**config.mk**
```make
export PLATFORM = sky130hd
export DESIGN_NAME = if_stage
export DESIGN_NICKNAME = d
export VERILOG_FILES = /design/src/rtl/if_stage_pkg.sv /design/src/rtl/if_perf_cnt.sv /design/src/rtl/if_stage.sv
export SDC_FILE = /design/constraint.sdc
export NUM_CORES = 1
export LEC_CHECK = 0
export CORE_MARGIN = 2
export CORE_UTILIZATION = 65
export DETAILED_ROUTE_END_ITERATION = 10
export DONT_BUFFER_PORTS = 1
export GPL_ROUTABILITY_DRIVEN = 0
export PLACE_DENSITY = 0.79
export SYNTH_ARGS = -nofsm -noshare
export SYNTH_HDL_FRONTEND = slang
export SYNTH_HIERARCHICAL = 1
export SYNTH_SLANG_ARGS = --single-unit
```
**constraint.sdc**
```tcl
create_clock -name clk -period 3.4 [get_ports clk]
set_clock_uncertainty 0.05 [all_clocks]
set_input_delay 0.68 -clock clk [delete_from_list [all_inputs] [get_ports clk]]
set_output_delay 0.68 -clock clk [all_outputs]
set_load 0.03 [all_outputs]
```
**src/rtl/if_stage_pkg.sv**
```systemverilog
// Shared definitions for the instruction-fetch stage: default parameters,
// state encodings and the sequential-PC helper.
package if_stage_pkg;

  localparam logic [31:0] RESET_PC_DEF = 32'h0000_0000;
  localparam logic [31:0] PC_STEP_DEF  = 32'd4;

  typedef enum logic [1:0] {
    IF_BOOT  = 2'd0,
    IF_FETCH = 2'd1,
    IF_HOLD  = 2'd2,
    IF_KILL  = 2'd3
  } if_state_e;

  // Next sequential fetch address; wraps naturally at 32 bits.
  function automatic logic [31:0] seq_pc(input logic [31:0] pc,
                                         input logic [31:0] step);
    return pc + step;
  endfunction

endpackage

```
**src/rtl/if_perf_cnt.sv**
```systemverilog
// Fetch-stage performance counters, only compiled when IF_PERF_CNT_EN is
// defined: number of delivered instructions and number of discarded
// Icache responses. Both wrap at 2^32.
`ifdef IF_PERF_CNT_EN
module if_perf_cnt (
  input  logic        clk,
  input  logic        rst_n,
  input  logic        inst_valid,
  input  logic        cache_ready,
  output logic [31:0] fetch_cnt,
  output logic [31:0] kill_cnt
);

  // Count accepted instructions and responses that were thrown away.
  always_ff @(posedge clk or negedge rst_n) begin
    if (!rst_n) begin
      fetch_cnt <= '0;
      kill_cnt  <= '0;
    end else begin
      if (inst_valid)                fetch_cnt <= fetch_cnt + 32'd1;
      if (cache_ready && !inst_valid) kill_cnt  <= kill_cnt + 32'd1;
    end
  end

endmodule
`endif

```
**src/rtl/if_stage.sv**
```systemverilog
// Instruction-fetch stage: owns the fetch PC and the Icache request
// handshake, applies redirects and stalls from flow control, and qualifies
// each returned instruction for decode.
// Optional macro IF_PERF_CNT_EN adds fetch/kill performance counters.
module if_stage
  import if_stage_pkg::*;
#(
  parameter logic [31:0] RESET_PC = RESET_PC_DEF,
  parameter logic [31:0] PC_STEP  = PC_STEP_DEF
) (
  input  logic        clk,
  input  logic        rst_n,
  input  logic        fc_stall_if_i,
  input  logic        fc_jump_flag_i,
  input  logic [31:0] fc_jump_pc_i,
  input  logic        Icache_ready_i,
  output logic        if_req_o,
  output logic [31:0] if_addr_o,
  output logic [31:0] if_pc_o,
  output logic        if_inst_valid_o
`ifdef IF_PERF_CNT_EN
  ,
  output logic [31:0] if_fetch_cnt_o,
  output logic [31:0] if_kill_cnt_o
`endif
);

  if_state_e   state, state_nxt;
  logic [31:0] fetch_addr, fetch_addr_nxt;
  logic [31:0] redirect_pc, redirect_pc_nxt;
  if_state_e   resume_state;

  // After a response (or from an idle state) go fetch unless stalled.
  assign resume_state = fc_stall_if_i ? IF_HOLD : IF_FETCH;

  // State, fetch PC and pending redirect target.
  always_ff @(posedge clk or negedge rst_n) begin
    if (!rst_n) begin
      state       <= IF_BOOT;
      fetch_addr  <= RESET_PC;
      redirect_pc <= '0;
    end else begin
      state       <= state_nxt;
      fetch_addr  <= fetch_addr_nxt;
      redirect_pc <= redirect_pc_nxt;
    end
  end

  // Next-state logic; redirect outranks stall, which outranks advance.
  always_comb begin
    state_nxt       = state;
    fetch_addr_nxt  = fetch_addr;
    redirect_pc_nxt = redirect_pc;
    case (state)
      IF_BOOT, IF_HOLD: begin
        // No request outstanding, so a redirect lands in the PC directly.
        if (fc_jump_flag_i) fetch_addr_nxt = fc_jump_pc_i;
        state_nxt = resume_state;
      end
      IF_FETCH: begin
        if (Icache_ready_i) begin
          fetch_addr_nxt = fc_jump_flag_i ? fc_jump_pc_i
                                          : seq_pc(fetch_addr, PC_STEP);
          state_nxt      = resume_state;
        end else if (fc_jump_flag_i) begin
          // Request cannot be withdrawn; park the target until it returns.
          redirect_pc_nxt = fc_jump_pc_i;
          state_nxt       = IF_KILL;
        end
      end
      IF_KILL: begin
        if (fc_jump_flag_i) redirect_pc_nxt = fc_jump_pc_i;
        if (Icache_ready_i) begin
          fetch_addr_nxt = fc_jump_flag_i ? fc_jump_pc_i : redirect_pc;
          state_nxt      = resume_state;
        end
      end
      default: state_nxt = IF_BOOT;
    endcase
  end

  assign if_req_o        = (state == IF_FETCH) || (state == IF_KILL);
  assign if_addr_o       = fetch_addr;
  assign if_pc_o         = fetch_addr;
  assign if_inst_valid_o = Icache_ready_i && (state == IF_FETCH) && !fc_jump_flag_i;

`ifdef IF_PERF_CNT_EN
  if_perf_cnt u_perf_cnt (
    .clk         (clk),
    .rst_n       (rst_n),
    .inst_valid  (if_inst_valid_o),
    .cache_ready (Icache_ready_i),
    .fetch_cnt   (if_fetch_cnt_o),
    .kill_cnt    (if_kill_cnt_o)
  );
`endif

endmodule

```
## Word level (Yosys, flattened, before mapping)

Index checks and enable logic that the tools add are counted.

- Flip-flop bits (word level): 66
- Bits of input ports: 37
- Output and inout port bits: 66

- Add/subtract/negate cells: 1
- Equal/unequal tests: 8
- Multiplexer cells: 13
- Reduce and logical (&&, ||, !) cells: 10

Operators with widths:

| cell | count |
|---|---|
| $mux 32 | 6 |
| $pmux 32 s3 | 1 |
| $pmux 32 s2 | 1 |
| $add 32x3->32 const B | 1 |
| $mux 2 | 4 |
| $ne 2x2->1 const B | 4 |
| $pmux 2 s3 | 1 |
| $eq 2x2->1 const B | 2 |
| $reduce_and 2->1 | 2 |
| $ne 3x3->1 const B | 1 |
| $reduce_and 3->1 | 1 |
| $eq 2x1->1 const B | 1 |
| $logic_and 1x1->1 | 2 |
| $logic_not 2->1 | 1 |
| $reduce_bool 2->1 | 1 |
| $reduce_or 2->1 | 1 |
| $logic_not 1->1 | 1 |
| $logic_or 1x1->1 | 1 |

## Logic depth before layout (Yosys ltp)

Gate-level depths: netlist of run 1.

- Word-level depth: 4
- Gate-level depth with buffers: 8
- Depth with buffers taken out: 6

## Worst setup path after synthesis of run 1

No wires, ideal clock.

- Path kind: input port to output port
- Start point: in fc_jump_flag_i
- End point: out if_inst_valid_o
- Data arrival time: 1.514 ns
- Data required time: 2.670 ns
- Path slack: 1.156 ns
- Stages: 4
- Buffers on the path: 1
- Cell sequence: buf_2 -> nor2_1 -> nand2_1 -> nor2_1

- Longest elaborated chain between the ends: 2

RTL lines:

| what | line | source |
|---|---|---|
| start: declaration | if_stage.sv:14 | `input logic fc_jump_flag_i,` |
| $logic_not 1->1 | if_stage.sv:85 | `assign if_inst_valid_o = Icache_ready_i && (state == IF_FETCH) && !fc_jump_flag_i;` |
| $logic_and 1x1->1 | if_stage.sv:85 |  |
| end: declaration | if_stage.sv:20 | `output logic if_inst_valid_o` |

Every way passes these cells.

## Worst setup path in the final report of run 1

- Start point: reg state[0]
- End point: out if_inst_valid_o

- Longest elaborated chain between the ends: 3

RTL lines:

| what | line | source |
|---|---|---|
| start: declaration | if_stage.sv:28 | `if_state_e state, state_nxt;` |
| start signal: assignment | if_stage.sv:43 | `state <= state_nxt;` |
| $eq 2x1->1 | if_stage.sv:85 |  |
| $logic_and 1x1->1 (2 in a row) | if_stage.sv:85 |  |

Every way passes these cells.

==> results of run 1 <==
==> cells by family (layout without fill, tap and decap cells) <==
logic type	count (synthesis)	after routing	share of synthesized area, %
AO/OA/AOI/OAI	132	132	21.4
XOR/XNOR	7	7	1.50
adder cells (fa/ha/maj)	1	1	0.306
buffers and inverters	77	53	10.5
flip-flops	66	66	40.4
multiplexers	31	31	8.48
AND/OR/NAND/NOR	142	142	17.4
==> routing by layer <==
metal  vias up  wire (um)
met3        20       1120
met2       200       4630
met5         -          0
li1       1560          -
met4         0        184
met1      1712       4350
==> metrics by stage <==
| stage | std cells | hold slack (ns) | utilization, % | setup WS (ns) | power, mW |
|---|---|---|---|---|---|
| after floorplan | 456 | 0.334 | - | 1.16 | 1.96 |
| after CTS | 507 | 0.173 | 70.0 | 0.693 | 2.72 |
| final | 507 | 0.155 | 70.0 | 0.664 | 2.73 |
| after global routing | 507 | 0.166 | 70.0 | 0.535 | 2.85 |
| after detailed placement | 490 | 0.336 | 66.2 | 0.994 | 2.02 |
| after global placement | 490 | 0.336 | 66.2 | 1.05 | 2.00 |
==> final cells by class <==
| cell class | count | area (um2) | area share (%) |
|---|---|---|---|
| clock buffer | 11 | 151 | 3.61 |
| clock inverter | 5 | 52.6 | 1.25 |
| inverter | 18 | 67.6 | 1.61 |
| multi-input combinational | 313 | 2020 | 48.0 |
| sequential | 66 | 1650 | 39.4 |
| tap | 75 | 93.8 | 2.24 |
| timing repair buffer | 19 | 163 | 3.88 |
==> path summary, 6_finish.rpt <==
path / endpoint / from
max: if_inst_valid_o / state[0]$_DFFE_PN0P_
min: if_addr_o[5]$_DFFE_PN0P_ / rst_n
max reg2reg: if_addr_o[30]$_DFFE_PN0P_ / if_addr_o[17]$_DFFE_PN0P_
min reg2reg: redirect_pc[20]$_DFFE_PN0P_ / redirect_pc[20]$_DFFE_PN0P_
max in group asynchronous: redirect_pc[20]$_DFFE_PN0P_ / rst_n
min in group clk: state[0]$_DFFE_PN0P_ / fc_stall_if_i
==> sequential cells by signal, summed over array words and instances, names as in the netlist <==
signal / count
if_addr_o: 32
redirect_pc: 32
state: 2
==> synthesized netlist by cell type, drive strengths merged, types with 6 or more instances <==
master	n
a21oi	30
a2bb2oi	11
and3	8
buf	50
clkbuf	9
dfrtp	66
inv	17
mux2	29
nand2	60
nand3	12
nand4	11
nor2	29
o211ai	6
o21ai	40
==> power breakdown <==
part / switching, mW / internal [mW]
Sequential: 0.385 / 0.936
Clock: 0.308 / 0.375
Combinational: 0.453 / 0.269
==> impl_metrics.py, run 1 <==
metrics = {
    "outcome": {
        "status": "complete, no violations",
    },
    "global_route": {
        "track_usage_pct": 30.2,
        "grt-ovfl-total": 0,
        "gr-usage-met2_pct": 45.3,
        "busiest_layer": "met2",
        "use_met3_pct": 12.0,
        "grt.met1_usage_pct": 40.3,
        "antenna_found_initial": 0,
        "grt_max_degree": 67,
        "grt_pass1_vias": 3323,
        "grt_pass1_wl_um": 16800,
    },
    "clocking": {
        "cts.sinks": 66,
        "clock_path_buffers": 2,
        "postCtsSetupRepairBufs": 0,
        "clk_pin_slew_ns": 0.08,
        "cts_tree": "yes",
        "postCtsHoldBufs": 1,
        "h-tree-depth": 3,
        "clock_latency_ns": 0.34,
        "post_cts_resize_count": 0,
        "root_buffer": "clkbuf_8",
        "cts-buffers-inserted": 9,
    },
    "die": {
        "placeableCoreArea_um2": 5990,
        "die_w_um": 83.3,
        "rows": 28,
        "dieArea_um2": 6940,
        "die_y_um": 83.3,
        "initial_core_util_pct": 68.3,
        "boundaryPins": 103,
    },
    "synth": {
        "netlist_top_cells_area": "dfrtp_1 (40%), mux2_2 (8.0%), buf_4 (5.9%), nand2_1 (5.4%), o21ai_0 (4.5%)",
        "synth_top_cell_by_area": "dfrtp_1",
        "synth_top_area_share_pct": 40.4,
        "yosysSeqAreaShare_pct": 40.4,
        "synth-main-ff-cell": "dfrtp_1",
        "synthesis.nets": 494,
        "syn_area_um2": 4090,
        "synth_edf_count": 0,
        "synthCells": 456,
        "async_flop_share_pct": 100,
        "synth.distinct_cells": 60,
        "syn_avg_cell_area_um2": 8.97,
        "ys_ff_latch": 66,
        "yosysWarnings": 6,
    },
    "layout": {
        "mostFrequentLayoutCell": "dfrtp_1",
        "drive_gt1_share_pct": 17.8,
        "nNetsFinal": 465,
        "areaGrowthSynthToFinish_pct": 2.60,
        "antenna_cells": 0,
        "fin_area_um2": 4200,
        "layout_common_cells": "dfrtp_1 (66), nand2_1 (59), o21ai_0 (37), a21oi_1 (30)",
        "fill_cells": 470,
    },
    "critical_path": {
        "reg2reg_depth": 5,
        "critPathArrivalTime_ns": 2.01,
        "critPathTopFamily": "simple AND/OR/NAND/NOR gates",
        "r2r_slack_ns": 1.01,
        "startpoint_type": "register",
        "crit_chain": "buf_4 > inv_1 > nor2_1 > nand2_1 > nor2_1",
        "crit_buf_inv": 2,
        "required_ns": 2.67,
        "worst-path-max-fanout": 10,
        "crit_path_max_incr_delay_ns": 0.45,
        "crit_type": "reg2out",
        "slowest_stage": "nor2_1",
        "crit_cells": 5,
        "worstSetupEndpointType": "primary output",
        "cpMostUsedCell": "nor2_1",
    },
    "detailed_routing": {
        "wl_um": 10300,
        "drc": 0,
        "dr.first_iter.drc_count": 364,
        "vias_per_cell": 6.89,
        "vias": 3492,
        "drtPass1Iterations": 5,
        "wire_per_inst_um": 20.3,
        "ant_nets": 0,
    },
    "timing": {
        "final_hold_viol_count": 0,
        "period_needed_ns": 2.74,
        "fmax_ghz": 0.366,
        "setup_viol_count_final": 0,
        "finalCritPeriodShare_pct": 80.5,
        "setup_tns_ns": 0,
        "rsz0062_at_grt": "no",
        "tightestPinTransition_ns": 0.865,
        "maxSlewHeadroom_pct": 42.0,
        "finalMaxSlewViolations": 0,
    },
    "flow_run": {
        "maxCapViolations": 0,
    },
    "place": {
        "hpwl_um": 7040,
        "placed_area_um2": 3960,
        "portBuffers": 0,
    },
    "power": {
        "p_leak_nw": 1.75,
        "powerDensity_nw_per_um2": 650,
        "vdd_ir_drop_max_v": 0.000382,
    },
    "min_path": {
        "hold_class": "in2async",
    },
}
Power figures use the tool's default switching activity.
==> inputs of run 2 (changes only) <==
--- a/config.mk
+++ b/config.mk
@@ -6,11 +6,11 @@
 export NUM_CORES = 1
 export LEC_CHECK = 0
 export CORE_MARGIN = 2
-export CORE_UTILIZATION = 65
+export CORE_UTILIZATION = 58
 export DETAILED_ROUTE_END_ITERATION = 10
 export DONT_BUFFER_PORTS = 1
 export GPL_ROUTABILITY_DRIVEN = 0
-export PLACE_DENSITY = 0.79
+export PLACE_DENSITY = 0.74
 export SYNTH_ARGS = -nofsm -noshare
 export SYNTH_HDL_FRONTEND = slang
 export SYNTH_HIERARCHICAL = 1
==> constraint.sdc (replaced) <==
create_clock -name clk -period 2.4 [get_ports clk]
set_clock_uncertainty 0.05 [all_clocks]
set_input_delay 0.48 -clock clk [delete_from_list [all_inputs] [get_ports clk]]
set_output_delay 0.48 -clock clk [all_outputs]
set_load 0.03 [all_outputs]
==> impl_metrics.py, run 2 (same netlist as run 1, synthesis figures left out) <==
metrics = {
    "detailed_routing": {
        "drc": 0,
        "vias": 3565,
        "vias_per_cell": 6.45,
        "routed.top_layer": "met4",
        "wire_per_inst_um": 19.9,
        "wl_um": 11000,
        "drtPass1Iterations": 4,
        "route.met3.wl_um": 1040,
        "dr_wl_met2_um": 5030,
        "dr.first_iter.drc_count": 316,
        "drt-met1-wl_um": 4660,
        "ant_nets": 0,
    },
    "power": {
        "switchingPower_mw": 1.68,
        "powerDensity_nw_per_um2": 922,
        "p_leak_nw": 1.88,
        "clockPowerShare_pct": 26.0,
        "p_int_mw": 2.42,
        "vdd_ir_drop_max_v": 0.000548,
        "report.power.total_mw": 4.09,
        "swShare_pct": 40.9,
        "seqPwrFrac_pct": 37.8,
        "pwr-share-comb_pct": 36.2,
    },
    "critical_path": {
        "crit_chain": "inv_1 > nor2_1 > nand2_1 > nor2_1 > buf_4",
        "crit_buf_inv": 2,
        "crit_type": "reg2out",
        "worstSetupEndpointType": "primary output",
        "crit_path_max_incr_delay_ns": 0.44,
        "critPathArrivalTime_ns": 1.61,
        "slowest_stage": "dfrtp_1",
        "r2r_slack_ns": 0.39,
        "critPathTopFamily": "simple AND/OR/NAND/NOR gates",
        "worst-path-max-fanout": 6,
        "reg2reg_depth": 6,
        "required_ns": 1.87,
        "startpoint_type": "register",
        "cpMostUsedCell": "nor2_1",
        "r2r-start": "if_addr_o[3]$_DFFE_PN0P_",
        "reg2reg_to": "if_addr_o[31]$_DFFE_PN0P_",
    },
    "place": {
        "portBuffers": 0,
        "hpwl_um": 7730,
        "placed_area_um2": 4180,
        "dp_cells": 535,
    },
    "die": {
        "die_w_um": 88.0,
        "dieArea_um2": 7740,
        "placeableCoreArea_um2": 6790,
        "boundaryPins": 103,
        "die_y_um": 88.0,
        "rows": 30,
        "initial_core_util_pct": 60.2,
    },
    "timing": {
        "setup_viol_count_final": 0,
        "maxSlewHeadroom_pct": 57.7,
        "period_needed_ns": 2.14,
        "tightestPinTransition_ns": 0.635,
        "fmax_ghz": 0.467,
        "finalCritPeriodShare_pct": 89.2,
        "rsz0062_at_grt": "no",
        "setup_tns_ns": 0,
        "final_hold_viol_count": 0,
        "finalMaxSlewViolations": 0,
        "holdWs_ns": 0.171,
    },
    "layout": {
        "drive_gt1_share_pct": 21.9,
        "layout_common_cells": "dfrtp_1 (66), nand2_1 (59), buf_4 (41), o21ai_0 (37), a21oi_1 (30)",
        "areaGrowthSynthToFinish_pct": 8.57,
        "mostFrequentLayoutCell": "dfrtp_1",
        "fin_cells": 553,
        "fin_area_um2": 4440,
        "nNetsFinal": 490,
        "antenna_cells": 0,
    },
    "clocking": {
        "postCtsSetupRepairBufs": 0,
        "cts_tree": "yes",
        "clock_path_buffers": 2,
        "cts.sinks": 66,
        "postCtsHoldBufs": 2,
        "post_cts_resize_count": 0,
        "cts-buffers-inserted": 9,
        "h-tree-depth": 3,
        "root_buffer": "clkbuf_8",
        "clk_pin_slew_ns": 0.07,
        "clock_latency_ns": 0.35,
    },
    "global_route": {
        "grt_pass1_wl_um": 17700,
        "grt_pass1_vias": 3506,
        "grt-ovfl-total": 0,
        "grt_max_degree": 67,
        "antenna_found_initial": 0,
        "track_usage_pct": 30.4,
    },
    "min_path": {
        "min_path_cells": 1,
        "hold_class": "in2reg",
        "min_to": "state[0]$_DFFE_PN0P_",
        "holdCritStartpoint": "fc_stall_if_i",
    },
    "outcome": {
        "status": "complete, no violations",
    },
    "flow_run": {
        "maxCapViolations": 0,
    },
}
-- run 2: layer usage --
metal	vias up	GRT usage, %
met2	186	45.4
met3	24	8.11
met5	-	0
li1	1612	-
met4	0	12.9
met1	1743	41.9
-- run 2: area by class of cell --
class,instances,area (um2)
fill,571,2350
clock inverter,5,77.6
sequential,66,1650
inverter,18,67.6
clock buffer,11,141
timing repair buffer,44,365
tap,96,120
multi-input combinational,313,2020
-- run 2: how the worst max path moves through the flow --
stage	startpoint	end	depth (start not counted)
finish	state[0]$_DFFE_PN0P_	if_inst_valid_o	5
global route	state[0]$_DFFE_PN0P_	if_inst_valid_o	5
CTS	state[0]$_DFFE_PN0P_	if_inst_valid_o	5
detailed placement	if_addr_o[3]$_DFFE_PN0P_	if_addr_o[17]$_DFFE_PN0P_	6
global placement	if_addr_o[2]$_DFFE_PN0P_	if_addr_o[27]$_DFFE_PN0P_	6
floorplan	if_addr_o[2]$_DFFE_PN0P_	if_addr_o[30]$_DFFE_PN0P_	7
-- run 2: power groups by stage --
stage / Combinational (mW) / Sequential (mW) / Clock, mW
final: 1.48 / 1.55 / 1.06
after global routing: 1.59 / 1.58 / 1.11
after CTS: 1.47 / 1.55 / 1.06
after detailed placement: 1.44 / 1.57 / 0
after global placement: 1.41 / 1.55 / 0
after floorplan: 0.981 / 1.79 / 0
-- run 2: metrics by stage --
step                      util [%]  setup WS [ns]
after global placement        61.6          0.489
after detailed placement      61.6          0.455
after floorplan                  -          0.345
after CTS                     65.3          0.276
after global routing          65.3          0.165
final                         65.3          0.259
==> inputs of run 3 (changes only) <==
--- a/config.mk
+++ b/config.mk
@@ -6,11 +6,11 @@
 export NUM_CORES = 1
 export LEC_CHECK = 0
 export CORE_MARGIN = 2
-export CORE_UTILIZATION = 58
+export CORE_UTILIZATION = 65
 export DETAILED_ROUTE_END_ITERATION = 10
 export DONT_BUFFER_PORTS = 1
 export GPL_ROUTABILITY_DRIVEN = 0
-export PLACE_DENSITY = 0.74
+export PLACE_DENSITY = 0.79
 export SYNTH_ARGS = -nofsm -noshare
 export SYNTH_HDL_FRONTEND = slang
 export SYNTH_HIERARCHICAL = 1
==> constraint.sdc (replaced) <==
create_clock -name clk -period 2.6 [get_ports clk]
set_clock_uncertainty 0.05 [all_clocks]
set_input_delay 0.52 -clock clk [delete_from_list [all_inputs] [get_ports clk]]
set_output_delay 0.52 -clock clk [all_outputs]
set_load 0.03 [all_outputs]
==> impl_metrics.py, run 3 (same netlist as run 1, synthesis figures left out) <==
metrics = {
    "detailed_routing": {
        "drc": 0,
        "ant_nets": 0,
        "dr.first_iter.drc_count": 329,
        "vias_per_cell": 6.86,
        "wire_per_inst_um": 20.6,
        "vias": 3629,
        "drtPass1Iterations": 6,
        "wl_um": 10900,
    },
    "timing": {
        "fmax_ghz": 0.432,
        "rsz0062_at_grt": "no",
        "finalCritPeriodShare_pct": 89.1,
        "setup_tns_ns": 0,
        "tightestPinTransition_ns": 0.657,
        "final_hold_viol_count": 0,
        "period_needed_ns": 2.32,
        "setup_viol_count_final": 0,
        "fin_ws_ns": 0.283,
        "finalMaxSlewViolations": 0,
        "maxSlewHeadroom_pct": 56.2,
        "holdWs_ns": 0.210,
    },
    "critical_path": {
        "startpoint_type": "register",
        "critPathTopFamily": "simple AND/OR/NAND/NOR gates",
        "required_ns": 2.03,
        "crit_buf_inv": 2,
        "critPathArrivalTime_ns": 1.75,
        "slowest_stage": "dfrtp_1",
        "crit_path_max_incr_delay_ns": 0.51,
        "crit_chain": "inv_1 > nor2_1 > nand2_1 > nor2_1 > buf_4",
        "worst-path-max-fanout": 8,
        "worstSetupEndpointType": "primary output",
        "crit_type": "reg2out",
        "cpMostUsedCell": "nor2_1",
    },
    "layout": {
        "fin_cells": 529,
        "nNetsFinal": 489,
        "multiInputGateArea_um2": 2020,
        "layout_common_cells": "dfrtp_1 (66), nand2_1 (59), buf_4 (40), o21ai_0 (37), a21oi_1 (30)",
        "regArea_um2": 1650,
        "antenna_cells": 0,
        "drive_gt1_share_pct": 21.6,
        "areaGrowthSynthToFinish_pct": 7.89,
        "fill_cells": 449,
        "mostFrequentLayoutCell": "dfrtp_1",
    },
    "global_route": {
        "grt-ovfl-total": 0,
        "track_usage_pct": 32.7,
        "grt_max_degree": 67,
        "antenna_found_initial": 0,
        "grt_pass1_vias": 3466,
        "grt_pass1_wl_um": 17900,
    },
    "clocking": {
        "root_buffer": "clkbuf_8",
        "h-tree-depth": 3,
        "clock_path_buffers": 2,
        "cts_tree": "yes",
        "cts.sinks": 66,
        "clock_latency_ns": 0.35,
        "cts-buffers-inserted": 9,
        "clk_pin_slew_ns": 0.07,
        "postCtsSetupRepairBufs": 0,
    },
    "die": {
        "dieArea_um2": 6940,
        "rows": 28,
        "die_y_um": 83.3,
        "placeableCoreArea_um2": 5990,
        "die_w_um": 83.3,
        "boundaryPins": 103,
        "initial_core_util_pct": 68.3,
    },
    "place": {
        "dp_cells": 513,
        "hpwl_um": 7650,
        "place_ws_ns": 0.562,
        "portBuffers": 0,
    },
    "power": {
        "switchingPower_mw": 1.53,
        "clockPowerShare_pct": 26.4,
        "vdd_ir_drop_max_v": 0.000540,
        "pwr-share-comb_pct": 35.7,
        "powerDensity_nw_per_um2": 863,
        "p_leak_nw": 1.88,
        "seqPwrFrac_pct": 37.9,
        "p_int_mw": 2.28,
        "swShare_pct": 40.2,
    },
    "flow_run": {
        "maxCapViolations": 0,
    },
    "outcome": {
        "status": "complete, no violations",
    },
    "min_path": {
        "hold_class": "in2reg",
    },
}
## run 3: cell count changes in the layout (fill, tap and decap cells not counted)
cell / before / now
clkbuf_1: 1 / 0
clkbuf_8: 10 / 12
buf_4: 41 / 40
clkinv_2: 2 / 0
clkinvlp_4: 1 / 0
## run 3: what timing repair did
item,CTS,global route
gates resized for setup,0,0
hold buffers,1,1
hold endpoints to repair,66,6
endpoints found under the setup margin,0,0
## run 3: worst register-to-register path, cell delays in order (launching register included)
cell and delay (ns):
dfrtp_1 0.38, ha_1 0.22, and3_1 0.31, nand3_2 0.15, or4_1 0.49, a21oi_1 0.26
o21ai_1 0.11
## run 3: power groups by stage
| stage | Combinational [mW] | Clock [mW] | Sequential (mW) |
|---|---|---|---|
| 5_1_grt | 1.45 | 1.06 | 1.47 |
| 4_1_cts | 1.35 | 1.01 | 1.43 |
| 3_3_place_gp | 1.28 | 0 | 1.44 |
| 6_report | 1.36 | 1.01 | 1.44 |
| 2_1_floorplan | 0.905 | 0 | 1.65 |
| 3_5_place_dp | 1.32 | 0 | 1.45 |
## run 3: per-layer routing
layer / track usage (%) / share of wire, %
met5: 0 / 0
met4: 11.8 / 2.2
met3: 10.3 / 12
met2: 48.1 / 45
met1: 45.8 / 41
## run 3: worst paths after layout
kind	start	end	slack (ns)	depth (start not counted)
worst max-delay path	state[0]$_DFFE_PN0P_	if_inst_valid_o	0.28	5
worst min-delay path	fc_stall_if_i	state[0]$_DFFE_PN0P_	0.21	1
worst max register to register	if_addr_o[2]$_DFFE_PN0P_	if_addr_o[30]$_DFFE_PN0P_	0.52	6
worst min register to register	redirect_pc[22]$_DFFE_PN0P_	redirect_pc[22]$_DFFE_PN0P_	0.45	2
max in group asynchronous	rst_n	if_addr_o[18]$_DFFE_PN0P_	1.55	2
min in group asynchronous	rst_n	if_addr_o[28]$_DFFE_PN0P_	0.66	2
## run 3: cell type report
| type | instances | share of cell area (%) |
|---|---|---|
| multi-input cells | 313 | 45.7 |
| flip-flops and latches | 66 | 37.4 |
| repair buffers | 43 | 8.11 |
| clock buffers | 12 | 3.74 |
| well taps | 75 | 2.13 |
| inverters | 18 | 1.53 |
| clock inverters | 2 | 1.36 |
## run 3: through the flow
step	utilization, %	cell area [um2]	total power [mW]
2_1_floorplan	-	4090	2.56
3_3_place_gp	69.3	4150	2.73
3_5_place_dp	69.3	4150	2.77
4_1_cts	73.5	4400	3.79
5_1_grt	73.6	4410	3.98
6_report	73.6	4410	3.81
